--- src/rtl/uart_pkg.sv ---
// Shared UART definitions: frame constants, FSM state encoding and the parity rule
// used by both the transmit and receive halves.
package uart_pkg;

  localparam int DATA_BITS = 8;
  localparam int INDEX_W   = $clog2(DATA_BITS);

  localparam logic [2:0] S_IDLE   = 3'd0;
  localparam logic [2:0] S_START  = 3'd1;
  localparam logic [2:0] S_DATA   = 3'd2;
  localparam logic [2:0] S_PARITY = 3'd3;
  localparam logic [2:0] S_STOP   = 3'd4;

  // Even parity makes the total count of ones even; odd flips that.
  function automatic logic parity_bit(input logic [DATA_BITS-1:0] data, input logic odd);
    return (^data) ^ odd;
  endfunction

endpackage

--- src/rtl/uart_baud_gen.sv ---
// Bit-period counter: free-runs 0..CLKS_PER_BIT-1 and flags a chosen phase of the bit.
// The transmitter ticks on the last cycle; the receiver picks the half-bit phase.
module uart_baud_gen #(
  parameter int CLKS_PER_BIT = 16,
  parameter int TICK_AT      = CLKS_PER_BIT - 1
) (
  input  logic clk,
  input  logic rst,
  input  logic i_clear,
  output logic o_bit_end,
  output logic o_pre_end
);

  localparam int W       = (CLKS_PER_BIT > 1) ? $clog2(CLKS_PER_BIT) : 1;
  localparam int PRE_AT  = (TICK_AT == 0) ? CLKS_PER_BIT - 1 : TICK_AT - 1;
  localparam logic [W-1:0] LAST = W'(CLKS_PER_BIT - 1);
  localparam logic [W-1:0] TICK = W'(TICK_AT);
  localparam logic [W-1:0] PRE  = W'(PRE_AT);

  logic [W-1:0] r_count;

  always_ff @(posedge clk) begin
    if (!rst || i_clear) begin
      r_count <= '0;
    end else if (r_count == LAST) begin
      r_count <= '0;
    end else begin
      r_count <= r_count + W'(1);
    end
  end

  // o_pre_end lets a caller register an output that must line up with o_bit_end.
  assign o_bit_end = (r_count == TICK);
  assign o_pre_end = (r_count == PRE);

endmodule

--- src/rtl/uart_tx.sv ---
// UART transmitter: start bit, 8 data bits LSB first, optional parity, one stop bit.
// All outputs come straight from registers.
module uart_tx
  import uart_pkg::*;
#(
  parameter int CLKS_PER_BIT = 16,
  parameter int PARITY_EN    = 1,
  parameter int PARITY_ODD   = 0
) (
  input  logic       clk,
  input  logic       rst,
  input  logic       TX_start,
  input  logic [7:0] DATA_in,
  output logic       tx,
  output logic       TX_busy,
  output logic       tx_done
);

  localparam logic [INDEX_W-1:0] LAST_INDEX = INDEX_W'(DATA_BITS - 1);
  localparam logic               ODD        = (PARITY_ODD != 0);

  logic [2:0]           r_state;
  logic [DATA_BITS-1:0] r_shift;
  logic [INDEX_W-1:0]   r_index;
  logic                 r_parity;
  logic                 r_tx;
  logic                 r_busy;
  logic                 r_done;

  logic w_idle;
  logic w_bit_end;
  logic w_pre_end;

  assign w_idle = (r_state == S_IDLE);

  uart_baud_gen #(
    .CLKS_PER_BIT(CLKS_PER_BIT),
    .TICK_AT     (CLKS_PER_BIT - 1)
  ) u_baud (
    .clk      (clk),
    .rst      (rst),
    .i_clear  (w_idle),
    .o_bit_end(w_bit_end),
    .o_pre_end(w_pre_end)
  );

  // tx is loaded one edge ahead of each bit window so the line never sees a
  // combinational path from the inputs.
  always_ff @(posedge clk) begin
    if (!rst) begin
      r_state  <= S_IDLE;
      r_shift  <= '0;
      r_index  <= '0;
      r_parity <= 1'b0;
      r_tx     <= 1'b1;
      r_busy   <= 1'b0;
      r_done   <= 1'b0;
    end else begin
      r_done <= (r_state == S_STOP) && w_pre_end;
      case (r_state)
        S_IDLE: begin
          r_tx   <= 1'b1;
          r_busy <= 1'b0;
          if (TX_start) begin
            r_shift  <= DATA_in;
            r_parity <= parity_bit(DATA_in, ODD);
            r_index  <= '0;
            r_tx     <= 1'b0;
            r_busy   <= 1'b1;
            r_state  <= S_START;
          end
        end
        S_START: begin
          if (w_bit_end) begin
            r_tx    <= r_shift[0];
            r_state <= S_DATA;
          end
        end
        S_DATA: begin
          if (w_bit_end) begin
            if (r_index == LAST_INDEX) begin
              if (PARITY_EN != 0) begin
                r_tx    <= r_parity;
                r_state <= S_PARITY;
              end else begin
                r_tx    <= 1'b1;
                r_state <= S_STOP;
              end
            end else begin
              r_shift <= r_shift >> 1;
              r_tx    <= r_shift[1];
              r_index <= r_index + INDEX_W'(1);
            end
          end
        end
        S_PARITY: begin
          if (w_bit_end) begin
            r_tx    <= 1'b1;
            r_state <= S_STOP;
          end
        end
        S_STOP: begin
          if (w_bit_end) begin
            r_busy  <= 1'b0;
            r_state <= S_IDLE;
          end
        end
        default: begin
          r_tx    <= 1'b1;
          r_busy  <= 1'b0;
          r_state <= S_IDLE;
        end
      endcase
    end
  end

  assign tx      = r_tx;
  assign TX_busy = r_busy;
  assign tx_done = r_done;

endmodule

--- config.mk ---
export PLATFORM = sky130hd
export DESIGN_NAME = uart_tx
export DESIGN_NICKNAME = d
export VERILOG_FILES = /design/src/rtl/uart_pkg.sv /design/src/rtl/uart_baud_gen.sv /design/src/rtl/uart_tx.sv
export SDC_FILE = /design/constraint.sdc
export NUM_CORES = 1
export LEC_CHECK = 0
export BUFFER_PORTS_ARGS = -buffer_cell sky130_fd_sc_hd__buf_2
export CAP_MARGIN = 40
export CORE_MARGIN = 4
export CORE_UTILIZATION = 60
export DETAILED_ROUTE_END_ITERATION = 8
export PLACE_DENSITY = 0.89
export SLEW_MARGIN = 20
export SYNTH_ARGS = -nofsm -noshare
export SYNTH_HDL_FRONTEND = slang
export SYNTH_SLANG_ARGS = --single-unit
--- constraint.sdc ---
create_clock -name clk -period 2.4 [get_ports clk]
set_input_delay 0.48 -clock clk [delete_from_list [all_inputs] [get_ports clk]]
set_output_delay 0.48 -clock clk [all_outputs]
set_load 0.01 [all_outputs]
==> results.txt, run 1 <==
RSZ-0062 raised after global routing - false
Combined area of the multi-input logic cells - 672 um^2
Via count - 901
Multiplexer share of the synthesized area - 0.0756
Worst setup slack for register-to-register paths - 790 ps
Die Outline Area - 2760 um^2
Grt ovf - 0
Post-Route WL - 2.25 mm
Sequential fraction of the synthesis area - 0.370
Highest cell delay on the worst timing path - 340 ps
Cell type group with the largest total delay on the critical path - compound AO/OA/AOI/OAI gates
Total count of max-transition violations in the final report - 0
Top-count cell post-synth - dfxtp_1
Setup TNS Final - 0 ps
Combinational family with the most area after synthesis - compound AO/OA/AOI/OAI gates
Register cell area after layout - 440 um^2
Synth Instances - 118
Ratio of final minimum period to clock period - 0.671
Total setup violations reported at the end of the flow - 0
Crit-path slowest cell - dfxtp_1
Post-route DRC - 0
Number of ports placed on the die boundary - 14
Worst path most repeated cell - ha_1
Antenna Diode Count - 0
Place WS - 809 ps
Critical path depth in cells - 5
F_max - 621 MHz
Largest fanout on the critical path - 9
Fraction of the mapped netlist area in compound gates - 0.222
EDFF count, synth - 0
Pin count of the biggest net entering global routing - 13
H-tree depth reported by CTS - 1
Synthesized cell area - 1190 um^2
CTS tree - done
Area share of fa/ha/maj cells after synthesis - 0.0420
Simple-gate portion of the synthesized area - 0.151
Total clock buffers created by CTS - 3
Run status - complete, no violations
Via density - 5.85
Asr flop ratio synth - 0
Cell types with the highest counts after synthesis - dfxtp_1, a21oi_1, mux2i_1, nor2_1, xnor2_1
Total power per unit cell area - 560 nW/um^2
WP buf/inv - 0
Final worst path period need - 1610 ps
HP Class - input port to flip-flop
Share of post-route cells with drive strength above 1 - 0.287
CP startpoint - r_index[0]$_SDFFE_PN0P_
Initial antenna violation count - 0
DR pass1 iterations - 4
Main synth FF type - dfxtp_1
Height of the die - 52.6 um
Final Skew - 7.06 ps
Cell leakage power - 0.484 nW
VDD IR-drop max - 0.434 mV
Count of buffers from port buffering - 13
Final-layout fill cell count - 141
Startpoint of the worst register-to-register path - r_index[0]$_SDFFE_PN0P_
Kind of launch point of the worst setup path - flip-flop
# Max-Cap Violations - 0
Core area - 1800 um^2
Setup WS post-layout - 789 ps
Wire length of the first global-routing pass - 3.93 mm
Number of clock sinks seen by CTS - 22
Hold buffers post-CTS - 0
Logic depth of the worst register-to-register path - 5
Post-synthesis share of cell area spent on xor and xnor gates - 0.0735
Root buffer cell - clkbuf_4
Final hold violations - 0
Most area-hungry cell type in the Yosys netlist - dfxtp_1
Final Wtd Congestion - 0.851
Number of warning messages in the yosys log - 0
Slew at the pin closest to its max-slew limit - 397 ps
Number of buffers on the longest clock path - 2
Number of global-route vias before repair - 894
Slew HR - 0.733
Classification of the worst setup path - flip-flop to flip-flop
Routed Antenna Nets - 0
Horiz. Die Dim - 52.6 um
Number of different library cells in the post-synthesis netlist - 43
End of the worst register-to-register path - r_index[2]$_SDFFE_PN0P_
Capturing instance or port of the critical path - r_index[2]$_SDFFE_PN0P_
Number of cells upsized or downsized after cts - 0
Worst EP required - 2620 ps
Element type at the critical path end - flip-flop
Final #Nets - 145
Floorplan row count - 15
Later-pin clock latency in the skew report - 310 ps
Largest cells by area after synthesis - dfxtp_1, mux2i_1, a211oi_2
List of cells traversed by the critical path - ha_1 -> ha_1 -> o21ai_4 -> nand2_1 -> a32o_2
#FFs+latches synth - 22
Number of buffers inserted by post-CTS setup repair - 0
Routed WL per cell - 14.6 um
Initial Utilization - 0.661
Total half-perimeter wirelength after legalization and detailed placement - 1.69 mm
Syn nets - 133
Syn-to-layout area delta - 6.41%
Synth Area per Inst - 10.1 um^2
Arrival time of data at the critical path endpoint - 1830 ps
Clock-pin slew reported for the worst setup and hold paths after clock tree synthesis - 120 ps
Gr usage total - 0.195
Count of routing violations after the opening detailed-route iteration - 22
Area share of the largest cell type after synthesis - 0.370
## through the flow
step / std cells / total power, mW / cell area (um^2) / hold slack, ps / util
after floorplan: 118 / 0.490 / 1190 / 430 / -
after global placement: 150 / 0.507 / 1230 / 443 / 0.683
after detailed placement: 150 / 0.512 / 1230 / 455 / 0.683
after CTS: 154 / 0.714 / 1270 / 444 / 0.703
after global routing: 154 / 0.747 / 1270 / 434 / 0.703
final: 154 / 0.710 / 1270 / 451 / 0.703
## routing by layer
layer	up-vias	global-route usage	routed length, um
met5	-	0	0
met4	0	0.111	87
met3	8	0.0456	117
met2	26	0.302	1040
met1	425	0.246	1000
li1	442	-	-
## layout by cell type, fill, tap and decap left out, types with 3 or more instances in the layout
cell | synthesis | layout
dfxtp_1 | 22 | 22
mux2i_1 | 9 | 9
buf_2 | 2 | 13
ha_1 | 4 | 4
xnor2_1 | 8 | 8
nor2_1 | 8 | 8
a211oi_2 | 7 | 7
a21oi_1 | 11 | 11
inv_1 | 3 | 3
clkbuf_4 | 0 | 3
nand2_1 | 4 | 4
## registers in the layout, indices dropped and copies added, names as in the netlist
register        count
tx_done             1
u_baud.r_count      4
r_state             3
r_index             3
TX_busy             1
r_parity            1
tx                  1
r_shift             8
## logic make-up after synthesis
group,Yosys count
adders and majority gates,4
and+or+nand+nor,30
DFF,22
AOI/OAI and AO/OA,32
muxes,9
buffers and inverters,11
xor gates and xnor gates,10
## power breakdown
part / total [mW] / internal, mW / switching, mW
clock network: 0.204 / 0.0927 / 0.112
registers: 0.396 / 0.383 / 0.0133
logic: 0.109 / 0.0497 / 0.0594
total: 0.710 / 0.525 / 0.184
## layout make-up
class	count	share of cell area
Multi-Input combinational cell	85	0.530
Sequential cell	22	0.347
Timing Repair Buffer	14	0.0573
Clock buffer	4	0.0286
Tap cell	25	0.0247
Inverter	4	0.0118
## worst min path at each step
stage	endpoint	slack [ps]	depth (start not counted)	start
2_1_floorplan	u_baud.r_count[0]$_SDFF_PP0_	430	1	u_baud.r_count[0]$_SDFF_PP0_
4_1_cts	tx$_SDFFE_PN1P_	440	2	rst
3_3_place_gp	u_baud.r_count[0]$_SDFF_PP0_	440	1	u_baud.r_count[0]$_SDFF_PP0_
6_report	tx$_SDFFE_PN1P_	450	2	rst
5_1_grt	tx$_SDFFE_PN1P_	430	2	rst
3_5_place_dp	u_baud.r_count[0]$_SDFF_PP0_	460	1	u_baud.r_count[0]$_SDFF_PP0_
(Power assumes the default switching activity.)
==> run 2: changes to the inputs <==
--- a/config.mk
+++ b/config.mk
@@ -5,12 +5,13 @@
 export SDC_FILE = /design/constraint.sdc
 export NUM_CORES = 1
 export LEC_CHECK = 0
+export ABC_AREA = 1
 export BUFFER_PORTS_ARGS = -buffer_cell sky130_fd_sc_hd__buf_2
 export CAP_MARGIN = 40
 export CORE_MARGIN = 4
-export CORE_UTILIZATION = 60
+export CORE_UTILIZATION = 57
 export DETAILED_ROUTE_END_ITERATION = 8
-export PLACE_DENSITY = 0.89
+export PLACE_DENSITY = 0.85
 export SLEW_MARGIN = 20
 export SYNTH_ARGS = -nofsm -noshare
 export SYNTH_HDL_FRONTEND = slang
==> constraint.sdc (replaced) <==
create_clock -name clk -period 1.61 [get_ports clk]
set_input_delay 0.322 -clock clk [delete_from_list [all_inputs] [get_ports clk]]
set_output_delay 0.322 -clock clk [all_outputs]
set_load 0.01 [all_outputs]
==> run 2 against run 1 <==
Core utilization is 2.1 points lower. Sequential cell count unchanged. Worst setup slack lost 650 ps. Combinational power rose to 13 times the previous value. Hold slack got worse by 150 ps. First-iteration DRC count fell by 41%. Sequential power up 130%. Final cell count is 52% higher. Largest cell class unchanged. Largest power group is now combinational cells.
==> results.txt, run 2 <==
Number of different library cells in the post-synthesis netlist - 32 (was 43)
Die Outline Area - 3090 um^2 (was 2760 um^2)
Horiz. Die Dim - 55.6 um (was 52.6 um)
WP buf/inv - 0 (unchanged)
Syn nets - 209 (was 133)
Classification of the worst setup path - flip-flop to flip-flop (unchanged)
EDFF count, synth - 0 (unchanged)
Multiplexer share of the synthesized area - 0 (was 0.0756)
Most area-hungry cell type in the Yosys netlist - dfxtp_1 (unchanged)
Run status - complete, no violations (unchanged)
Slew at the pin closest to its max-slew limit - 419 ps (was 397 ps)
DR pass1 iterations - 4 (unchanged)
Final #Nets - 224 (was 145)
Later-pin clock latency in the skew report - 300 ps (was 310 ps)
End of the worst register-to-register path - r_state[0]$_SDFFE_PN0P_ (was r_index[2]$_SDFFE_PN0P_)
Area share of the largest cell type after synthesis - 0.342 (was 0.370)
Pin count of the biggest net entering global routing - 17 (was 13)
Final worst path period need - 1470 ps (was 1610 ps)
Cell type group with the largest total delay on the critical path - simple AND/OR/NAND/NOR gates (was compound AO/OA/AOI/OAI gates)
VDD IR-drop max - 0.966 mV (was 0.434 mV)
Synth Instances - 194 (was 118)
Commonest cells after routing, fill and taps aside - nand2_1, nor2_1, inv_1 (was dfxtp_1, buf_2, a21oi_1)
Top-count cell post-synth - nand2_1 (was dfxtp_1)
Critical hold path startpoint - DATA_in[7] (was rst)
Arrival time of data at the critical path endpoint - 1690 ps (was 1830 ps)
Logic depth of the worst register-to-register path - 8 (was 5)
Total count of max-transition violations in the final report - 0 (unchanged)
Synth Area per Inst - 6.64 um^2 (was 10.1 um^2)
Element type at the critical path end - flip-flop (unchanged)
Number of buffers on the longest clock path - 2 (unchanged)
Ratio of final minimum period to clock period - 0.912 (was 0.671)
Most common cell after layout, fill and taps aside - nand2_1 (was dfxtp_1)
Syn-to-layout area delta - 9.22% (was 6.41%)
Max reg flops - 8 (unchanged)
Worst setup slack for register-to-register paths - 140 ps (was 790 ps)
Endpoint, Worst Hold - r_shift[7]$_SDFFE_PN0P_ (was tx$_SDFFE_PN1P_)
Number of clock sinks seen by CTS - 22 (unchanged)
Gr usage total - 0.174 (was 0.195)
List of cells traversed by the critical path - ha_1 -> nand3_2 -> nand3_2 -> nand2_1 -> nor2_2 -> nand3_1 -> nand2_1 -> nor2_1 (was ha_1 -> ha_1 -> o21ai_4 -> nand2_1 -> a32o_2)
Simple-gate portion of the synthesized area - 0.368 (was 0.151)
Setup TNS Final - 0 ps (unchanged)
Synthesized cell area - 1290 um^2 (was 1190 um^2)
Leading registers by flop count - r_shift x8, u_baud.r_count x4 (unchanged)
Clock-pin slew reported for the worst setup and hold paths after clock tree synthesis - 110 ps (was 120 ps)
F_max - 681 MHz (was 621 MHz)
Highest cell delay on the worst timing path - 400 ps (was 340 ps)
CTS tree - done (unchanged)
Floorplan row count - 16 (was 15)
Number of warning messages in the yosys log - 0 (unchanged)
RSZ-0062 raised after global routing - false (unchanged)
Core area - 2060 um^2 (was 1800 um^2)
Kind of launch point of the worst setup path - flip-flop (unchanged)
Final hold violations - 0 (unchanged)
Count of buffers from port buffering - 13 (unchanged)
Combinational family with the most area after synthesis - simple AND/OR/NAND/NOR gates (was compound AO/OA/AOI/OAI gates)
Antenna Diode Count - 0 (unchanged)
Number of global-route vias before repair - 1152 (was 894)
Slew HR - 0.720 (was 0.733)
Main synth FF type - dfxtp_1 (unchanged)
Final-layout fill cell count - 178 (was 141)
Grt ovf - 0 (unchanged)
Cell leakage power - 0.723 nW (was 0.484 nW)
Root buffer cell - clkbuf_4 (unchanged)
HP Class - input port to flip-flop (unchanged)
Sequential fraction of the synthesis area - 0.342 (was 0.370)
Initial Utilization - 0.625 (was 0.661)
Total setup violations reported at the end of the flow - 0 (unchanged)
Post-synthesis share of cell area spent on xor and xnor gates - 0.0272 (was 0.0735)
Number of instances on the worst hold path - 3 (was 2)
Startpoint of the worst register-to-register path - u_baud.r_count[0]$_SDFF_PP0_ (was r_index[0]$_SDFFE_PN0P_)
Share of post-route cells with drive strength above 1 - 0.184 (was 0.287)
Routed Antenna Nets - 0 (unchanged)
Via count - 1182 (was 901)
Largest fanout on the critical path - 5 (was 9)
Largest cells by area after synthesis - dfxtp_1, nand2_1, nor2_1 (was dfxtp_1, mux2i_1, a211oi_2)
Total power per unit cell area - 1850 nW/um^2 (was 560 nW/um^2)
Worst EP required - 1830 ps (was 2620 ps)
Routed WL per cell - 10.4 um (was 14.6 um)
Wire length of the first global-routing pass - 4.43 mm (was 3.93 mm)
Crit-path slowest cell - dfxtp_1 (unchanged)
Post-route DRC - 0 (unchanged)
Final Skew - 0.609 ps (was 7.06 ps)
Final Wtd Congestion - 0.856 (was 0.851)
#FFs+latches synth - 22 (unchanged)
Register with the highest flop count - r_shift (unchanged)
Initial antenna violation count - 0 (unchanged)
Post-Route WL - 2.44 mm (was 2.25 mm)
Total clock buffers created by CTS - 3 (unchanged)
Number of ports placed on the die boundary - 14 (unchanged)
H-tree depth reported by CTS - 1 (unchanged)
Height of the die - 55.6 um (was 52.6 um)
CP startpoint - u_baud.r_count[0]$_SDFF_PP0_ (was r_index[0]$_SDFFE_PN0P_)
Total half-perimeter wirelength after legalization and detailed placement - 1.93 mm (was 1.69 mm)
Via density - 5.05 (was 5.85)
Count of routing violations after the opening detailed-route iteration - 13 (was 22)
Area share of fa/ha/maj cells after synthesis - 0.0388 (was 0.0420)
Fraction of the mapped netlist area in compound gates - 0.121 (was 0.222)
Worst hold margin - 304 ps (was 451 ps)
# Max-Cap Violations - 0 (unchanged)
Asr flop ratio synth - 0 (unchanged)
Cell types with the highest counts after synthesis - nand2_1, nor2_1, inv_1, dfxtp_1, o21ai_1 (was dfxtp_1, a21oi_1, mux2i_1, nor2_1, xnor2_1)
-- run 2: stage by stage --
stage	power, mW	setup slack (ps)	instance area [um^2]	util	instances
4_1_cts	2.56	26.5	1390	0.674	234
3_5_place_dp	2.31	44.5	1370	0.663	231
6_report	2.60	142	1410	0.683	234
2_1_floorplan	2.08	134	1290	-	194
5_1_grt	2.88	30.6	1410	0.683	234
3_3_place_gp	2.25	105	1370	0.663	231
-- run 2: layout make-up --
cell class                 count  area, um^2  share of cell area
timing repair buffer          14        72.6              0.0516
tap                           27        33.8              0.0240
inverter                      27         106              0.0756
multi-input combinational    141         732               0.520
clock buffer                   3        22.5              0.0160
sequential                    22         440               0.313
-- run 2: cells by family (layout without fill, tap and decap cells) --
kind of cell,Yosys count,count (layout)
and+or+nand+nor,105,105
DFF,22,22
AOI/OAI and AO/OA,28,28
buffers and inverters,31,44
adders and majority gates,4,4
xor gates and xnor gates,4,4
-- run 2: power by group --
group / switching [mW] / total, mW / internal, mW
registers: 0.186 / 0.928 / 0.742
logic: 0.915 / 1.43 / 0.517
clock network: 0.157 / 0.244 / 0.0875
total: 1.26 / 2.60 / 1.35
-- run 2: layer usage --
metal / track usage / up-vias / part of all wire
met2: 0.319 / 24 / 0.50
met4: 0.111 / 0 / 0.021
li1: - / 636 / -
met3: 0.0163 / 5 / 0.035
met5: 0 / - / 0
met1: 0.186 / 517 / 0.44
-- run 2: how the worst max path moves through the flow --
stage | endpoint | cells past startpoint
final | r_state[0]$_SDFFE_PN0P_ | 8
after CTS | r_shift[4]$_SDFFE_PN0P_ | 7
after floorplan | r_shift[5]$_SDFFE_PN0P_ | 8
after global routing | r_state[2]$_SDFFE_PN0P_ | 8
after global placement | r_shift[4]$_SDFFE_PN0P_ | 7
after detailed placement | r_shift[4]$_SDFFE_PN0P_ | 7
-- run 2: what timing repair did --
| action | in CTS | in global routing |
|---|---|---|
| resized for setup | 0 | 6 |
| setup endpoints to repair | 0 | 13 |
| hold buffers | 0 | 0 |
| buffers inserted | 0 | 0 |
-- run 2: tightest hold or removal path: cells and delay by family --
family | cells | cell delay [ps]
AOI/OAI and AO/OA | 1 | 50
buffers and inverters | 1 | 120
and+or+nand+nor | 1 | 80
